`src/rtl/rs232_pkg.sv`:
```
// Shared types and codes for the RS232 command controller.
// The checksum helper takes an explicit enable so that callers decide
// (via RS232_CMD_CHKSUM_EN) whether a trailing checksum byte is part of the frame.
package rs232_pkg;

  typedef enum logic [2:0] {
    StIdle,
    StFetch,
    StCapture,
    StExec,
    StRdWait,
    StResp,
    StErr
  } state_e;

  localparam logic [7:0] CmdWrite = 8'h57;  // 'W'
  localparam logic [7:0] CmdRead  = 8'h52;  // 'R'
  localparam logic [7:0] RespOk   = 8'h4B;  // 'K'
  localparam logic [7:0] RespErr  = 8'h45;  // 'E'

  // Byte index of the final frame byte for a given command.
  function automatic logic [1:0] frame_last_idx(input logic [7:0] cmd, input logic chk_en);
    logic [1:0] base;
    base = (cmd == CmdWrite) ? 2'd2 : 2'd1;
    return base + {1'b0, chk_en};
  endfunction

endpackage

```
`src/rtl/rs232_cmd_ctrl.sv`:
```
// Command controller between the RS232 RX FIFO and TX FIFO.
// Decodes 'W' addr data / 'R' addr frames, drives a simple register bus and
// returns one response byte per frame. Define RS232_CMD_CHKSUM_EN to require a
// trailing XOR checksum byte on every frame.
module rs232_cmd_ctrl
  import rs232_pkg::*;
#(
  parameter int unsigned P_TIMEOUT_CYCLES = 137500,
  parameter int unsigned P_ADDR_W         = 8
) (
  input  logic                clk,
  input  logic                rst_n,
  output logic                rx_fifo_rd_en,
  input  logic [7:0]          rx_fifo_dout,
  input  logic                rx_fifo_empty,
  output logic                tx_fifo_wr_en,
  output logic [7:0]          tx_fifo_data,
  input  logic                tx_fifo_full,
  output logic                reg_wr_en,
  output logic                reg_rd_en,
  output logic [P_ADDR_W-1:0] reg_addr,
  output logic [7:0]          reg_wdata,
  input  logic [7:0]          reg_rdata,
  output logic                busy,
  output logic [7:0]          err_cnt
);

  localparam int unsigned CntW = $clog2(P_TIMEOUT_CYCLES + 1);
  localparam logic [CntW-1:0] CntMax = CntW'(P_TIMEOUT_CYCLES);

`ifdef RS232_CMD_CHKSUM_EN
  localparam logic ChkEn = 1'b1;
`else
  localparam logic ChkEn = 1'b0;
`endif

  state_e              state_q, state_d;
  logic [1:0]          idx_q, idx_d;
  logic [7:0]          cmd_q, cmd_d;
  logic [P_ADDR_W-1:0] addr_q, addr_d;
  logic [7:0]          data_q, data_d;
  logic [7:0]          tx_data_q, tx_data_d;
  logic [7:0]          err_cnt_q, err_cnt_d;
  logic [CntW-1:0]     cnt_q, cnt_d;
`ifdef RS232_CMD_CHKSUM_EN
  logic [7:0]          chk_q, chk_d;
`endif

  logic       timeout_hit;
  logic       cmd_valid;
  logic [1:0] last_idx;

  // Timeout only arms once a frame has started (byte index past the command).
  assign timeout_hit = (idx_q != 2'd0) && (cnt_q == CntMax);
  assign cmd_valid   = (rx_fifo_dout == CmdWrite) || (rx_fifo_dout == CmdRead);
  assign last_idx    = frame_last_idx(cmd_q, ChkEn);

  // State and datapath registers with synchronous active-low reset.
  always_ff @(posedge clk) begin
    if (!rst_n) begin
      state_q   <= StIdle;
      idx_q     <= 2'd0;
      cmd_q     <= 8'h00;
      addr_q    <= '0;
      data_q    <= 8'h00;
      tx_data_q <= 8'h00;
      err_cnt_q <= 8'h00;
      cnt_q     <= '0;
`ifdef RS232_CMD_CHKSUM_EN
      chk_q     <= 8'h00;
`endif
    end else begin
      state_q   <= state_d;
      idx_q     <= idx_d;
      cmd_q     <= cmd_d;
      addr_q    <= addr_d;
      data_q    <= data_d;
      tx_data_q <= tx_data_d;
      err_cnt_q <= err_cnt_d;
      cnt_q     <= cnt_d;
`ifdef RS232_CMD_CHKSUM_EN
      chk_q     <= chk_d;
`endif
    end
  end

  // Inter-byte timeout: counts while waiting for a mid-frame byte, saturates at max.
  always_comb begin
    cnt_d = '0;
    if (state_q == StFetch && idx_q != 2'd0) begin
      cnt_d = timeout_hit ? cnt_q : cnt_q + 1'b1;
    end
  end

  // Next-state, field capture and strobe generation.
  always_comb begin
    state_d       = state_q;
    idx_d         = idx_q;
    cmd_d         = cmd_q;
    addr_d        = addr_q;
    data_d        = data_q;
    tx_data_d     = tx_data_q;
    err_cnt_d     = err_cnt_q;
`ifdef RS232_CMD_CHKSUM_EN
    chk_d         = chk_q;
`endif
    rx_fifo_rd_en = 1'b0;
    tx_fifo_wr_en = 1'b0;
    reg_wr_en     = 1'b0;
    reg_rd_en     = 1'b0;

    unique case (state_q)
      StIdle: begin
        idx_d = 2'd0;
`ifdef RS232_CMD_CHKSUM_EN
        chk_d = 8'h00;
`endif
        if (!rx_fifo_empty) state_d = StFetch;
      end

      StFetch: begin
        if (timeout_hit) begin
          state_d   = StErr;
          tx_data_d = RespErr;
        end else if (!rx_fifo_empty) begin
          rx_fifo_rd_en = 1'b1;
          state_d       = StCapture;
        end
      end

      StCapture: begin
`ifdef RS232_CMD_CHKSUM_EN
        chk_d = chk_q ^ rx_fifo_dout;
`endif
        unique case (idx_q)
          2'd0:    cmd_d  = rx_fifo_dout;
          2'd1:    addr_d = rx_fifo_dout[P_ADDR_W-1:0];
          2'd2:    if (cmd_q == CmdWrite) data_d = rx_fifo_dout;
          default: ;
        endcase

        if (idx_q == 2'd0) begin
          if (!cmd_valid) begin
            state_d   = StErr;
            tx_data_d = RespErr;
          end else begin
            idx_d   = 2'd1;
            state_d = StFetch;
          end
        end else if (idx_q == last_idx) begin
`ifdef RS232_CMD_CHKSUM_EN
          // chk_q holds the XOR of every byte before this one.
          if (chk_q != rx_fifo_dout) begin
            state_d   = StErr;
            tx_data_d = RespErr;
          end else begin
            state_d = StExec;
          end
`else
          state_d = StExec;
`endif
        end else begin
          idx_d   = idx_q + 2'd1;
          state_d = StFetch;
        end
      end

      StExec: begin
        if (cmd_q == CmdWrite) begin
          reg_wr_en = 1'b1;
          tx_data_d = RespOk;
          state_d   = StResp;
        end else begin
          reg_rd_en = 1'b1;
          state_d   = StRdWait;
        end
      end

      StRdWait: begin
        tx_data_d = reg_rdata;
        state_d   = StResp;
      end

      StResp: begin
        if (!tx_fifo_full) begin
          tx_fifo_wr_en = 1'b1;
          state_d       = StIdle;
        end
      end

      StErr: begin
        if (!tx_fifo_full) begin
          tx_fifo_wr_en = 1'b1;
          if (err_cnt_q != 8'hFF) err_cnt_d = err_cnt_q + 8'd1;
          state_d = StIdle;
        end
      end

      default: state_d = StIdle;
    endcase
  end

  assign tx_fifo_data = tx_data_q;
  assign reg_addr     = addr_q;
  assign reg_wdata    = data_q;
  assign busy         = (state_q != StIdle);
  assign err_cnt      = err_cnt_q;

endmodule

```
`config.mk`:
```
export PLATFORM = sky130hd
export DESIGN_NAME = rs232_cmd_ctrl
export DESIGN_NICKNAME = d
export VERILOG_FILES = /design/src/rtl/rs232_pkg.sv /design/src/rtl/rs232_cmd_ctrl.sv
export SDC_FILE = /design/constraint.sdc
export NUM_CORES = 1
export LEC_CHECK = 0
export ABC_AREA = 1
export BUFFER_PORTS_ARGS = -buffer_cell sky130_fd_sc_hd__buf_4
export CORE_ASPECT_RATIO = 0.6
export CORE_UTILIZATION = 30
export CTS_BUF_LIST = sky130_fd_sc_hd__clkbuf_4
export DETAILED_ROUTE_END_ITERATION = 8
export GPL_TIMING_DRIVEN = 0
export PLACE_DENSITY = 0.46
export SKIP_CTS_REPAIR_TIMING = 1
export SYNTH_ARGS = -nofsm -noshare
export SYNTH_HDL_FRONTEND = slang
export SYNTH_SLANG_ARGS = --single-unit
export TNS_END_PERCENT = 5
```
`constraint.sdc`:
```
create_clock -name clk -period 1.9 [get_ports clk]
set_input_delay 0.095 -clock clk [delete_from_list [all_inputs] [get_ports clk]]
set_output_delay 0.095 -clock clk [all_outputs]
set_load 0.02 [all_outputs]
```
Word-level counts from Yosys, hierarchy flattened
Index checks and enable logic that the tools add are counted.
- bitwise gates (word level): 1
- equality and inequality tests: 23
- multiplexer cells: 28
- reduce and logical (&&, ||, !) cells: 18
- add/sub/neg operators: 3
- operators by type and width (operator ; count):
    8-bit 2-to-1 mux ; 4
    8-bit case mux with 4 select lines ; 1
    8-bit by 7-bit == test with 1-bit output, second input constant ; 3
    18-bit by 1-bit adder with 18-bit output, second input constant ; 1
    18-bit == test, second input constant ; 1
    3-bit 2-to-1 mux ; 6
    3-bit case mux with 6 select lines ; 1
    2-bit != test, second input constant ; 6
    3-bit AND reduction ; 4
    1-bit 2-to-1 mux ; 10
    2-bit 2-to-1 mux ; 5
    3-bit == test, second input constant ; 3
    3-bit != test, second input constant ; 3
    8-bit by 1-bit adder with 8-bit output, second input constant ; 1
    8-bit != test, second input constant ; 1
    3-bit by 2-bit == test with 1-bit output, second input constant ; 2
    2-bit AND reduction ; 3
    5-bit AND reduction ; 1
    2-bit case mux with 2 select lines ; 1
    2-bit nonzero test ; 2
    4-bit nonzero test ; 1
    3-bit by 1-bit == test with 1-bit output, second input constant ; 1
    3-bit zero test ; 1
    3-bit nonzero test ; 1
    9 further kinds ; 10
- word-level logic and storage cells: 81
- bits of input ports: 20
- bits in registers: 63
- output and inout port bits: 37

Longest topological paths before layout
- depth in word-level cells: 6
- depth in mapped cells: 15
- depth with buffers taken out: 13

Least setup slack after synthesis
Ideal clock, no wire load.
- path type: reg2reg
- start point: register cnt_q[0]
- end point: register tx_data_q[1], in the netlist tx_fifo_data[1]
- buffers on the path: 2
- clock period less this slack: 1.656 ns
- library setup time: 0.114 ns
- data required time: 1.786 ns
- arrival time: 1.542 ns
- cell stages (with the launch flop): 15
- path slack: 0.244 ns
- cell sequence: dfxtp_1 clkbuf_1 inv_1 ha_1 inv_1 nor2_1 nand2_1 nor2_1 nand2_2 nand2_4 nand2_4 nor2_4 buf_6 o21ai_2 nor2_2
- longest elaborated chain between the ends: 4
- ends and longest elaborated chain (element ; line ; text):
    from (decl) ; rs232_cmd_ctrl.sv:44 ; logic [CntW-1:0] cnt_q, cnt_d;
    from (signal assigned) ; rs232_cmd_ctrl.sv:80 ; cnt_q <= cnt_d;
    18-bit == test ; rs232_cmd_ctrl.sv:54 ; assign timeout_hit = (idx_q != 2'd0) && (cnt_q == CntMax);
    1-bit logical AND ; rs232_cmd_ctrl.sv:54 ;
    2-bit != test (no line) ; n/a ;
    5-bit AND reduction (no line) ; n/a ;
    to (signal assigned) ; rs232_cmd_ctrl.sv:78 ; tx_data_q <= tx_data_d;
    to (decl) ; rs232_cmd_ctrl.sv:42 ; logic [7:0] tx_data_q, tx_data_d;
Every way passes these cells.
A chain may end at the register's enable or synchronous reset.

Worst setup path after layout
- start point: register cnt_q[0]
- end point: output rx_fifo_rd_en
- longest elaborated chain between the ends: 4
- ends and longest elaborated chain (element ; line ; text):
    18-bit == test ; rs232_cmd_ctrl.sv:54 ;
    1-bit logical AND ; rs232_cmd_ctrl.sv:54 ;
    1-bit 2-to-1 mux ; rs232_cmd_ctrl.sv:122 ; if (timeout_hit) begin
    1-bit 2-to-1 mux ; rs232_cmd_ctrl.sv:112 ; unique case (state_q)
    to (decl) ; rs232_cmd_ctrl.sv:13 ; output logic rx_fifo_rd_en,
Every way passes these cells.

==> results.sh <==
export IMPL_status="finished clean"
export IMPL_grt_start_max_net_pins=13
export IMPL_final_util_pct=41.3
export IMPL_powerDensity_nw_per_um2=1060
export IMPL_io_pins=57
export IMPL_via_count=3071
export IMPL_cp_end_kind="output port"
export IMPL_h_tree_depth=3
export IMPL_p_leak_nw=1.73
export IMPL_drive_gt1_share_pct=24.3
export IMPL_rsz0062_at_grt="yes"
export IMPL_finalNetCount=560
export IMPL_seq_area_frac_synth_pct=40.4
export IMPL_dpl_hpwl_microns=6470
export IMPL_syn_area_per_cell_sq_um=6.98
export IMPL_pre_cts_slack_ps=-33.0
export IMPL_synth_area_top_cells="dfxtp_1 40%, nand2_1 10%, nor2_1 7.4%, inv_1 6.0%, a21oi_1 5.8%"
export IMPL_cap_viol_max_count=0
export IMPL_worstMarginPinSlew_ps=616
export IMPL_yosysWarningCount=0
export IMPL_synthToLayoutAreaGrowth_pct=32.0
export IMPL_grt_pass1_wl_microns=13700
export IMPL_cts_buffers=9
export IMPL_die_area_sq_um=10800
export IMPL_vdd_drop_max_uv=391
export IMPL_via_per_inst=4.56
export IMPL_syn_cell_area_sq_um=3130
export IMPL_min_delay_start="reg_rdata[7]"
export IMPL_crit_arrival_ps=1690
export IMPL_grt_usage_pct=16.6
export IMPL_r2r_start="cnt_q[0]$_SDFFE_PN0N_"
export IMPL_first_pass_iters=4
export IMPL_path_class="reg2out"
export IMPL_rr_endpoint="tx_fifo_data[4]$_SDFFE_PN0P_"
export IMPL_slowest_stage="dfxtp_2"
export IMPL_fp_dieH_microns=81.1
export IMPL_r2r_cells=15
export IMPL_n_antenna_cell=0
export IMPL_synth_seq_cells=63
export IMPL_synth_xor_area_share_pct=1.12
export IMPL_max_freq_mhz=561
export IMPL_hold_depth=5
export IMPL_place_area_sq_um=3710
export IMPL_crit_path_cell_trace="buf_6, inv_4, ha_4, inv_2, nor2_4, nand2_2, nor2_2, nand2_2, nand2_4, nor2_2, buf_6"
export IMPL_num_rows=28
export IMPL_synth_nets=474
export IMPL_clkSinkCount=63
export IMPL_finalSetupTns_ps=0
export IMPL_design_area_sq_um=4130
export IMPL_critPathRequiredTime_ps=1800
export IMPL_layout_setup_ws_ps=117
export IMPL_p_switching_mw=1.67
export IMPL_grt_pass1_vias=2751
export IMPL_start_util_pct=31.3
export IMPL_cp_max_fo=5
export IMPL_portBuffers=56
export IMPL_p_clk_share_pct=24.5
export IMPL_setup_viol_count_final=0
export IMPL_antenna_left=0
export IMPL_fin_worst_skew_ps=13.5
export IMPL_slew_violations=0
export IMPL_cpPeakStageDelay_ps=340
export IMPL_synth_cell_types=30
export IMPL_switching_share_pct=38.3
export IMPL_fp_dieW_microns=134
export IMPL_synth_fa_ha_area_share_pct=2.40
export IMPL_drc=0
export IMPL_synth_top_family_by_area="simple AND/OR/NAND/NOR gates"
export IMPL_worstHoldPathType="in2reg"
export IMPL_syn_inst=448
export IMPL_wl_per_cell_microns=12.7
export IMPL_grt_overflow=0
export IMPL_yosys_area_top_type_share_pct=40.4
export IMPL_synth_compound_area_share_pct=13.0
export IMPL_period_share_pct=93.8
export IMPL_r2r_slack_ps=220
export IMPL_max_slew_margin_rel_pct=58.9
export IMPL_path_delay_family="simple AND/OR/NAND/NOR gates"
export IMPL_muxShareOfSynthArea_pct=0
export IMPL_power_frac_comb_pct=39.5
export IMPL_clkTransAtPathRegs_ps=120
export IMPL_p_int_mw=2.69
export IMPL_path_buf_inv=4
export IMPL_gp_congestion=0.767
export IMPL_ctsLongestPathBuffers=2
export IMPL_fillers=1064
export IMPL_tritoncts="done"
export IMPL_clk_insertion_delay_late_ps=410
export IMPL_coreArea_sq_um=9980
export IMPL_min_to="tx_fifo_data[7]$_SDFFE_PN0P_"
export IMPL_drt_total_wl_microns=8550
export IMPL_cp_start_kind="flip-flop"
export IMPL_yosys_area_top_type="dfxtp_1"
export IMPL_hold_violations=0
export IMPL_antenna_found_initial=0
export IMPL_synthSimpleGateAreaFrac_pct=33.9
export IMPL_cts_root_buffer="clkbuf_4"
export IMPL_seqPwrFrac_pct=36.0
export IMPL_fin_crit_ps=1780
export IMPL_drtIter0Drc=155
-- area by class of cell --
| class | count | area, sq um | area share (%) |
|---|---|---|---|
| multi-input cells | 316 | 1630 | 39.4 |
| flip-flops and latches | 63 | 1270 | 30.7 |
| repair buffers | 75 | 604 | 14.6 |
| inverters | 56 | 213 | 5.16 |
| well taps | 135 | 169 | 4.09 |
| clock inverters | 7 | 96.3 | 2.34 |
| plain buffers | 13 | 83.8 | 2.03 |
| clock buffers | 9 | 67.6 | 1.64 |
-- cell usage after synthesis --
cell type	number
a21oi_1	36
xor2_1	1
nand4_1	12
o21ai_2	2
ha_1	6
nor4_2	2
buf_1	1
o21bai_1	2
nor3_1	11
nor4_1	2
nor2_1	62
buf_2	4
a31oi_1	2
o22ai_1	1
nand3_1	32
inv_2	6
nand3_2	3
o21ai_0	35
nand2_4	2
nor3_2	2
xnor2_1	3
dfxtp_1	63
inv_1	50
nor2_4	2
nand2_1	83
buf_6	3
clkbuf_1	5
nor2_2	6
nand2_2	8
and3_1	1
-- power by group through the flow --
stage               combinational [mW]  clock [mW]  sequential, mW
detailed placement                1.65           0            1.60
global route                      1.93        1.18            1.59
CTS                               1.65        1.12            1.57
floorplan                         1.16           0            1.66
finish                            1.72        1.07            1.57
global placement                  1.63           0            1.60
-- layer usage --
| layer | GRT usage (%) | part of all wire (%) | up-vias |
|---|---|---|---|
| met5 | 0 | 0 | - |
| met2 | 22.1 | 38 | 59 |
| met1 | 25.0 | 58 | 1378 |
| met3 | 4.93 | 4.1 | 0 |
| li1 | - | - | 1634 |
| met4 | 4.43 | 0 | 0 |
-- flip-flops by register name, indices dropped and copies added (netlist names) --
signal	count
state_q	3
idx_q	2
cnt_q	18
reg_addr	8
cmd_q	8
err_cnt	8
reg_wdata	8
tx_fifo_data	8
-- worst register-to-register path, stage by stage, from the launching register on --
cell and delay, ps:
dfxtp_2 340, buf_6 120, inv_4 50, ha_4 120
inv_2 40, nor2_4 90, nand2_2 60, nor2_2 90
nand2_2 80, nand2_4 110, nand2_4 60, nor2_4 110
buf_6 150, nand2_1 60, nand2_1 50, nor2_1 40
-- stage by stage --
stage               std cells  hold slack, ps  total power, mW
finish                    674           0.980             4.36
global route              674            21.2             4.70
CTS                       655           -93.8             4.34
detailed placement        639             378             3.25
global placement          639             367             3.23
floorplan                 448             230             2.82
-- worst max path at each step --
stage               slack [ps]                  start  cells past startpoint                            to
global placement            -4  cnt_q[0]$_SDFFE_PN0N_                     14  tx_fifo_data[3]$_SDFFE_PN0P_
global route               -30  cnt_q[0]$_SDFFE_PN0N_                     11                 rx_fifo_rd_en
CTS                       -340  cnt_q[0]$_SDFFE_PN0N_                     11                 rx_fifo_rd_en
floorplan                  240  cnt_q[0]$_SDFFE_PN0N_                     14  tx_fifo_data[1]$_SDFFE_PN0P_
detailed placement         -30  cnt_q[0]$_SDFFE_PN0N_                     14  tx_fifo_data[1]$_SDFFE_PN0P_
finish                     120  cnt_q[0]$_SDFFE_PN0N_                     11                 rx_fifo_rd_en
-- layout by cell type (no fill, tap or decap), types with 11 or more instances in the layout --
cell / Yosys / final
buf_4: 0 / 59
a21oi_1: 36 / 36
dlygate4sd3_1: 0 / 15
inv_1: 50 / 46
o21ai_0: 35 / 35
nand3_1: 32 / 32
nand2_1: 83 / 82
dfxtp_1: 63 / 59
nor2_1: 62 / 58
nand4_1: 12 / 12
nor3_1: 11 / 11
-- kinds of logic after synthesis --
| kind of cell | Yosys count |
|---|---|
| AOI/OAI and AO/OA | 78 |
| xor gates and xnor gates | 4 |
| adders and majority gates | 6 |
| buffers and inverters | 69 |
| DFF | 63 |
| and+or+nand+nor | 228 |
(Power assumes the default switching activity.)
